### config.mk
export PLATFORM = sky130hd
export DESIGN_NAME = clk_fwd_gen
export DESIGN_NICKNAME = d
export VERILOG_FILES = /design/src/rtl/clk_fwd_pkg.sv /design/src/rtl/clk_fwd_oddr.sv /design/src/rtl/clk_fwd_gen.sv
export SDC_FILE = /design/constraint.sdc
export NUM_CORES = 1
export LEC_CHECK = 0
export CELL_PAD_IN_SITES_DETAIL_PLACEMENT = 1
export CELL_PAD_IN_SITES_GLOBAL_PLACEMENT = 2
export CORE_UTILIZATION = 40
export DETAILED_ROUTE_END_ITERATION = 7
export GPL_TIMING_DRIVEN = 0
export PLACE_DENSITY_LB_ADDON = 0.05
export SYNTH_ARGS = -nofsm -noshare
export SYNTH_HDL_FRONTEND = slang
export SYNTH_SLANG_ARGS = --single-unit
### constraint.sdc
create_clock -name clk -period 8.7 [get_ports clk]
set_input_delay 1.74 -clock clk [delete_from_list [all_inputs] [get_ports clk]]
set_output_delay 1.74 -clock clk [all_outputs]
set_load 0.005 [all_outputs]
### src/rtl/clk_fwd_pkg.sv
// Shared encodings for the forwarded-clock generator.
// Holds state, mode and DDR level-pair constants.
package clk_fwd_pkg;

    typedef enum logic [1:0] {
        ST_IDLE = 2'd0,
        ST_RUN  = 2'd1,
        ST_STOP = 2'd2
    } state_t;

    localparam logic MODE_CONT  = 1'b0;
    localparam logic MODE_BURST = 1'b1;

    // Level pair is {d0, d1}: d0 shown while clk is high, d1 while clk is low.
    typedef logic [1:0] lvl_t;
    localparam lvl_t LVL_LOW  = 2'b00;
    localparam lvl_t LVL_HIGH = 2'b11;
    localparam lvl_t LVL_PASS = 2'b10;

endpackage

### src/rtl/clk_fwd_oddr.sv
// DDR output register: d0/d1 captured on c0 rise, d1 replayed on c1 rise; 1 cycle latency.
// No backpressure; async reset forces q low immediately.
module clk_fwd_oddr #(
    parameter bit INIT = 1'b0
) (
    input  logic c0,
    input  logic c1,
    input  logic ce,
    input  logic d0,
    input  logic d1,
    input  logic sr,
    input  logic rst_n,
    output logic q
);

    logic rise_q, rise_d;
    logic hold_q, hold_d;
    logic fall_q, fall_d;

    always_comb begin
        rise_d = rise_q;
        hold_d = hold_q;
        fall_d = fall_q;
        if (sr) begin
            rise_d = INIT;
            hold_d = INIT;
            fall_d = INIT;
        end else if (ce) begin
            rise_d = d0;
            hold_d = d1;
            fall_d = hold_q;
        end
    end

    // d1 is taken on the same rising edge as d0 so each pair leaves as one cycle.
    always_ff @(posedge c0 or negedge rst_n) begin
        if (!rst_n) begin
            rise_q <= INIT;
            hold_q <= INIT;
        end else begin
            rise_q <= rise_d;
            hold_q <= hold_d;
        end
    end

    always_ff @(posedge c1 or negedge rst_n) begin
        if (!rst_n) fall_q <= INIT;
        else        fall_q <= fall_d;
    end

    assign q = c0 ? rise_q : fall_q;

endmodule

### src/rtl/clk_fwd_gen.sv
// Per-channel forwarded clock (full-rate or /2N) with glitch-free stop and counted bursts.
// Latency: enable at edge k -> busy k+1 -> clk_out rises k+2; no backpressure.
module clk_fwd_gen
    import clk_fwd_pkg::*;
#(
    parameter int NUM_CH = 2,
    parameter int DIV_W  = 8,
    parameter int CNT_W  = 16
) (
    input  logic                     clk,
    input  logic                     rst_n,
    input  logic [NUM_CH*DIV_W-1:0]  cfg_div,
    input  logic [NUM_CH-1:0]        cfg_burst,
    input  logic [NUM_CH*CNT_W-1:0]  cfg_len,
    input  logic [NUM_CH-1:0]        ch_en,
    input  logic [NUM_CH-1:0]        start,
    output logic [NUM_CH-1:0]        busy,
    output logic [NUM_CH-1:0]        done,
    output logic [NUM_CH-1:0]        clk_out
);

    for (genvar c = 0; c < NUM_CH; c++) begin : g_ch
        state_t           st_q, st_d;
        logic [DIV_W-1:0] div_q, div_d, ph_q, ph_d;
        logic [CNT_W-1:0] len_q, len_d, cnt_q, cnt_d;
        logic             mode_q, mode_d, hi_q, hi_d, done_q, done_d;
        lvl_t             lvl_q, lvl_d;
        logic [DIV_W-1:0] cfg_div_c;
        logic [CNT_W-1:0] cfg_len_c, cnt_inc;
        logic             go, wrap, last;

        assign cfg_div_c = cfg_div[c*DIV_W +: DIV_W];
        assign cfg_len_c = cfg_len[c*CNT_W +: CNT_W];
        assign go        = ch_en[c] && (cfg_burst[c] == MODE_CONT || start[c]);
        assign wrap      = (ph_q == div_q - DIV_W'(1));
        assign cnt_inc   = cnt_q + CNT_W'(1);
        assign last      = (mode_q == MODE_BURST) && (cnt_inc == len_q);

        always_comb begin
            st_d   = st_q;
            div_d  = div_q;
            len_d  = len_q;
            mode_d = mode_q;
            ph_d   = ph_q;
            cnt_d  = cnt_q;
            hi_d   = hi_q;
            done_d = 1'b0;
            lvl_d  = LVL_LOW;
            case (st_q)
                ST_IDLE: if (go) begin
                    st_d   = ST_RUN;
                    div_d  = cfg_div_c;
                    len_d  = cfg_len_c;
                    mode_d = cfg_burst[c];
                    ph_d   = '0;
                    cnt_d  = '0;
                    hi_d   = 1'b1;
                    if (cfg_burst[c] == MODE_BURST && cfg_len_c == '0) lvl_d = LVL_LOW;
                    else if (cfg_div_c == '0)                          lvl_d = LVL_PASS;
                    else                                               lvl_d = LVL_HIGH;
                end
                ST_RUN: begin
                    if (mode_q == MODE_BURST && len_q == '0) begin
                        st_d   = ST_IDLE;
                        done_d = 1'b1;
                    end else if (div_q == '0) begin
                        if (!ch_en[c]) st_d = ST_IDLE;
                        else if (last) begin
                            st_d   = ST_IDLE;
                            done_d = 1'b1;
                        end else begin
                            cnt_d = cnt_inc;
                            lvl_d = LVL_PASS;
                        end
                    end else if (!hi_q) begin
                        // A low phase can be cut short: the pin is already low.
                        if (!ch_en[c]) st_d = ST_IDLE;
                        else if (wrap) begin
                            ph_d  = '0;
                            hi_d  = 1'b1;
                            lvl_d = LVL_HIGH;
                        end else begin
                            ph_d = ph_q + DIV_W'(1);
                        end
                    end else if (wrap) begin
                        if (!ch_en[c]) st_d = ST_IDLE;
                        else if (last) begin
                            st_d   = ST_IDLE;
                            done_d = 1'b1;
                        end else begin
                            ph_d  = '0;
                            hi_d  = 1'b0;
                            cnt_d = cnt_inc;
                        end
                    end else begin
                        ph_d  = ph_q + DIV_W'(1);
                        lvl_d = LVL_HIGH;
                        if (!ch_en[c]) st_d = ST_STOP;
                    end
                end
                ST_STOP: begin
                    if (wrap) st_d = ST_IDLE;
                    else begin
                        ph_d  = ph_q + DIV_W'(1);
                        lvl_d = LVL_HIGH;
                    end
                end
                default: st_d = ST_IDLE;
            endcase
        end

        always_ff @(posedge clk or negedge rst_n) begin
            if (!rst_n) begin
                st_q   <= ST_IDLE;
                div_q  <= '0;
                len_q  <= '0;
                mode_q <= MODE_CONT;
                ph_q   <= '0;
                cnt_q  <= '0;
                hi_q   <= 1'b0;
                done_q <= 1'b0;
                lvl_q  <= LVL_LOW;
            end else begin
                st_q   <= st_d;
                div_q  <= div_d;
                len_q  <= len_d;
                mode_q <= mode_d;
                ph_q   <= ph_d;
                cnt_q  <= cnt_d;
                hi_q   <= hi_d;
                done_q <= done_d;
                lvl_q  <= lvl_d;
            end
        end

        assign busy[c] = (st_q != ST_IDLE);
        assign done[c] = done_q;

        clk_fwd_oddr #(.INIT(1'b0)) u_oddr (
            .c0    (clk),
            .c1    (~clk),
            .ce    (1'b1),
            .d0    (lvl_q[1]),
            .d1    (lvl_q[0]),
            .sr    (1'b0),
            .rst_n (rst_n),
            .q     (clk_out[c])
        );
    end

endmodule

==> flow_metrics.tcl, run 1 <==
set metrics [dict create \
    finClkSkew_ns 0.00817 \
    critPathCaptureType "output port" \
    hp-start "g_ch[0].lvl_q[1]$_DFF_PN0_" \
    cp-startpoint "g_ch[1].u_oddr.fall_q$_DFF_NN0_" \
    grt_pass1_wl_um 42400 \
    cp_max_fo 1 \
    rsz0062_at_grt "no" \
    cp_cell_sequence "mux2_2 > buf_4 > clkdlybuf4s50_1" \
    p_clk_frac 0.288 \
    cts_hold_buf 0 \
    via_per_inst 6.02 \
    grt-ovfl-total 0 \
    fin_ws_ns 0.956 \
    critPathArrivalTime_ns 6.00 \
    synth_cell_types 78 \
    io_pins 62 \
    critPathMaxStageDelay_ns 0.43 \
    start_util 0.408 \
    pwr-share-seq 0.304 \
    hold_viol_final 0 \
    cts_tree "yes" \
    syn_nets 957 \
    worstReg2RegStart "g_ch[0].u_oddr.hold_q$_DFF_PN0_" \
    clk_pin_slew_ns 0.06 \
    total_power_uw 3060 \
    holdPathStages 0 \
    layout_common_cells "dfrtp_1 (114), nand2_1 (101), clkdlybuf4s50_1 (60)" \
    powerDensity_nw_per_um2 317 \
    layout.nets 1042 \
    ant_nets 0 \
    hold_class "register to register" \
    dr.pass1.iters 5 \
    core_area_sq_um 19500 \
    synth_seq_area_share 0.364 \
    relSlewSlack 0.338 \
    gp_congestion 0.904 \
    rows 51 \
    wl_per_cell_um 20.7 \
    synth_area_leaders "dfrtp_1 (36%), mux2_2 (5.9%), nand2_1 (4.8%)" \
    synth_edf_count 0 \
    drc_errors 0 \
    ys.flop_type "dfrtp_1" \
    ir_drop_mv 0.152 \
    power.share.switching 0.409 \
    synth_area_sq_um 7970 \
    run_status "complete, no violations" \
    synthCells 885 \
    die_h_um 143 \
    grt_use_total 0.269 \
    grt_pass1_vias 8015 \
    synth_top_area_frac 0.358 \
    yosys_warnings 0 \
    antenna_found_initial 0 \
    avgSynthCellArea_sq_um 9.01 \
    r2r_cells 0 \
    num_vias 7511 \
    cts_setup_buffers 0 \
    dieArea_sq_um 20500 \
    power_switching_uw 1250 \
    layout_commonest_cell "dfrtp_1" \
    async_flop_share 1.00 \
    worst_pin_slew_ns 0.993 \
    setup_viol 0 \
    synth_seq_cells 116 \
    drtIter0Drc 442 \
    io_buffers 61 \
    grt_max_degree 91 \
    critPathKind "register to output port" \
    maxCapViolations 0 \
    pre_cts_ws_ns 1.50 \
    setup.worst_path.start_class "register" \
    clock_latency_ns 0.54 \
    internal_power_uw 1810 \
    place.detailed.hpwl_um 19100 \
    syn_to_final_growth_pct 21.1 \
    drive_gt1_frac 0.126 \
    required_ns 6.96 \
    ctsResizeCount 0 \
    synth_area_leader_cell "dfrtp_1" \
    p_leak_uw 0.00399 \
    n_antenna_cell 0 \
    p_comb_frac 0.408 \
    die_x_um 143 \
    wl_um 25800 \
    fin_hold_ws_ns 0.350 \
    slew_violations 0 \
    crit_slowest_cell "clkdlybuf4s50_1" \
]
-- power groups by stage --
stage	Combinational [uW]	Sequential (uW)	Clock, uW
floorplan	899	860	26.2
global placement	1180	924	43.2
detailed placement	1240	938	43.2
CTS	1250	932	896
global route	1380	964	921
finish	1250	932	881
-- flip-flops by register name (all words and copies together), names as in the netlist --
| signal | flops |
|---|---|
| g_ch.u_oddr.hold_q | 2 |
| g_ch.u_oddr.rise_q | 2 |
| g_ch.hi_q | 2 |
| g_ch.mode_q | 2 |
| g_ch.ph_q | 16 |
| g_ch.cnt_q | 32 |
| g_ch.div_q | 16 |
| g_ch.u_oddr.fall_q | 2 |
| g_ch.st_q | 4 |
| g_ch.lvl_q | 4 |
| g_ch.len_q | 32 |
| g_ch.done_q | 2 |
-- cell type report --
type / count / area (sq um)
clock buffers: 26 / 577
clock inverters: 12 / 154
repair buffers: 60 / 619
flip-flops and latches: 116 / 2900
multi-input cells: 683 / 4700
well taps: 265 / 332
inverters: 33 / 124
plain buffers: 53 / 246
fillers: 2271 / 9870
-- worst paths after layout --
check	to	slack, ns
setup / recovery	clk_out[1]	0.96
hold / removal	g_ch[0].u_oddr.rise_q$_DFF_PN0_	0.35
setup reg to reg	g_ch[0].u_oddr.fall_q$_DFF_NN0_	3.83
hold reg to reg	g_ch[0].u_oddr.rise_q$_DFF_PN0_	0.35
max in group asynchronous	g_ch[1].u_oddr.fall_q$_DFF_NN0_	2.64
min in group asynchronous	g_ch[0].ph_q[2]$_DFFE_PN0P_	1.06
-- kinds of logic (layout without fill, tap and decap cells) --
kind of cell / count (synthesis) / count (layout) / share of synthesized area
simple gates: 381 / 381 / 0.259
compound gates: 184 / 184 / 0.177
flops: 116 / 116 / 0.364
buf+inv: 86 / 184 / 0.0465
xor+xnor: 53 / 53 / 0.0599
mux: 49 / 49 / 0.0681
fa+ha+maj: 16 / 16 / 0.0251
-- Yosys cell counts (7+ instances only) --
cell and number:
o2bb2ai_1 11, o21ai_0 22, a31oi_1 16, o211ai_1 19, nor3_1 38, nor4_1 22
nand4_1 25, a21o_1 7, dfrtp_1 114, o2111ai_1 10, mux2_2 42, inv_1 32
and4_1 8, a211o_1 15, a21oi_1 20, nor2_1 42, xnor2_1 34, or4_1 9
buf_4 8, ha_1 16, mux2i_1 7, or3_1 16, and2_1 14, nand3_1 36
buf_2 14, xor2_1 18, and3_1 21, nor2b_1 8, nand2_1 101, clkbuf_1 29
-- worst max-delay path: cells and delay by family (launching register included) --
kind,cells,cell delay [ns]
buffers and inverters,2,0.56
flip-flops,1,0.32
multiplexers,1,0.25
-- stage by stage --
step / util / TNS [ns] / instances / instance area [sq um]
2_1_floorplan: - / 0 / 885 / 7970
3_3_place_gp: 0.457 / -5.87 / 1211 / 8910
3_5_place_dp: 0.458 / 0 / 1212 / 8940
4_1_cts: 0.494 / 0 / 1248 / 9650
5_1_grt: 0.494 / 0 / 1248 / 9650
6_report: 0.494 / 0 / 1248 / 9650
-- per-layer routing --
| layer | up-vias | share of wire | GRT usage | routed length, um |
|---|---|---|---|---|
| met1 | 3784 | 0.43 | 0.323 | 11000 |
| met4 | 0 | 0.029 | 0.130 | 736 |
| met2 | 174 | 0.51 | 0.459 | 13000 |
| li1 | 3502 | - | - | - |
| met3 | 51 | 0.038 | 0.0553 | 968 |
| met5 | - | 0 | 0 | 0 |
Note: power is estimated with default switching activity, not from simulation.
==> inputs of run 2 (changes only) <==
--- a/config.mk
+++ b/config.mk
@@ -11,6 +11,7 @@
 export DETAILED_ROUTE_END_ITERATION = 7
 export GPL_TIMING_DRIVEN = 0
 export PLACE_DENSITY_LB_ADDON = 0.05
+export SLEW_MARGIN = 20
 export SYNTH_ARGS = -nofsm -noshare
 export SYNTH_HDL_FRONTEND = slang
 export SYNTH_SLANG_ARGS = --single-unit
==> flow_metrics.tcl, run 2 (same netlist as run 1, synthesis figures left out) <==
set metrics [dict create \
    setup.worst_path.start_class "register" \
    place.detailed.hpwl_um 19200 \
    syn_to_final_growth_pct 20.4 \
    hold_class "register to register" \
    critPathCaptureType "output port" \
    grt-ovfl-total 0 \
    grt_max_degree 77 \
    fin_ws_ns 0.948 \
    drc_errors 0 \
    grt_use_total 0.272 \
    grt_pass1_vias 8067 \
    required_ns 6.96 \
    critPathArrivalTime_ns 6.01 \
    worst_pin_slew_ns 1.06 \
    cp_max_fo 1 \
    drtIter0Drc 440 \
    relSlewSlack 0.291 \
    ant_nets 0 \
    wl_per_cell_um 20.8 \
    ctsResizeCount 0 \
    run_status "complete, no violations" \
    wl_um 26000 \
    finClkSkew_ns 0.0106 \
    rows 51 \
    drive_gt1_frac 0.127 \
    reg.largest.list "g_ch.cnt_q x32, g_ch.len_q x32" \
    dieArea_sq_um 20500 \
    p_leak_uw 0.00395 \
    cts_setup_buffers 0 \
    antenna_found_initial 0 \
    dr.pass1.iters 5 \
    core_area_sq_um 19500 \
    io_buffers 61 \
    clock_latency_ns 0.54 \
    cts_tree "yes" \
    layout.nets 1042 \
    num_vias 7534 \
    clk_pin_slew_ns 0.06 \
    hold_viol_final 0 \
    io_pins 62 \
    slew_violations 0 \
    n_antenna_cell 0 \
    maxCapViolations 0 \
    gp_congestion 0.904 \
    layout_commonest_cell "dfrtp_1" \
    fin_hold_ws_ns 0.345 \
    layout_common_cells "dfrtp_1 (114), nand2_1 (101), clkdlybuf4s50_1 (60)" \
    ir_drop_mv 0.141 \
    die_x_um 143 \
    pre_cts_ws_ns 1.50 \
    critPathKind "register to output port" \
    setup_viol 0 \
    rsz0062_at_grt "no" \
    via_per_inst 6.04 \
    grt_pass1_wl_um 42500 \
    start_util 0.408 \
    die_h_um 143 \
    powerDensity_nw_per_um2 313 \
    cts_hold_buf 0 \
]
-- run 2: area by class of cell --
cell class	count	area, sq um
fill	2274	9930
multi-input combinational	683	4700
sequential	116	2900
timing repair buffer	60	612
clock buffer	23	546
tap	265	332
buffer	53	246
clock inverter	15	134
inverter	33	124
-- run 2: routing by layer --
metal / vias up / track usage / wire length (um)
met2: 195 / 0.462 / 13200
met4: 0 / 0.127 / 799
met1: 3785 / 0.322 / 10900
met3: 62 / 0.0661 / 1160
li1: 3492 / - / -
met5: - / 0 / 0
-- run 2: path summary, 6_finish.rpt --
kind,end,start,cells after the start,slack (ns)
worst min register to register,g_ch[1].u_oddr.hold_q$_DFF_PN0_,g_ch[1].lvl_q[0]$_DFF_PN0_,0,0.35
worst max register to register,g_ch[1].u_oddr.fall_q$_DFF_NN0_,g_ch[1].u_oddr.hold_q$_DFF_PN0_,0,3.83
worst min-delay path,g_ch[1].u_oddr.hold_q$_DFF_PN0_,g_ch[1].lvl_q[0]$_DFF_PN0_,0,0.35
max in group asynchronous,g_ch[1].u_oddr.fall_q$_DFF_NN0_,rst_n,1,2.69
min in group asynchronous,g_ch[0].ph_q[2]$_DFFE_PN0P_,rst_n,1,1.23
worst max-delay path,clk_out[1],g_ch[1].u_oddr.fall_q$_DFF_NN0_,3,0.95
-- run 2: power breakdown --
| part | internal (uW) | switching (uW) |
|---|---|---|
| clock | 507 | 310 |
| sequential | 721 | 211 |
| combinational | 510 | 748 |
-- run 2: stage by stage --
stage               TNS (ns)  utilization  power (uW)  std cells  cell area [sq um]
floorplan                  0            -        1780        885               7970
global placement       -5.87        0.457        2140       1211               8910
detailed placement         0        0.458        2220       1212               8940
CTS                        0        0.491        3020       1248               9600
global route               0        0.491        3220       1248               9600
finish                     0        0.491        3010       1248               9600
-- run 2: critical path, stage by stage (launching register included) --
cell	delay [ns]
dfrtn_1	0.32
mux2_2	0.26
buf_4	0.12
clkdlybuf4s50_1	0.43
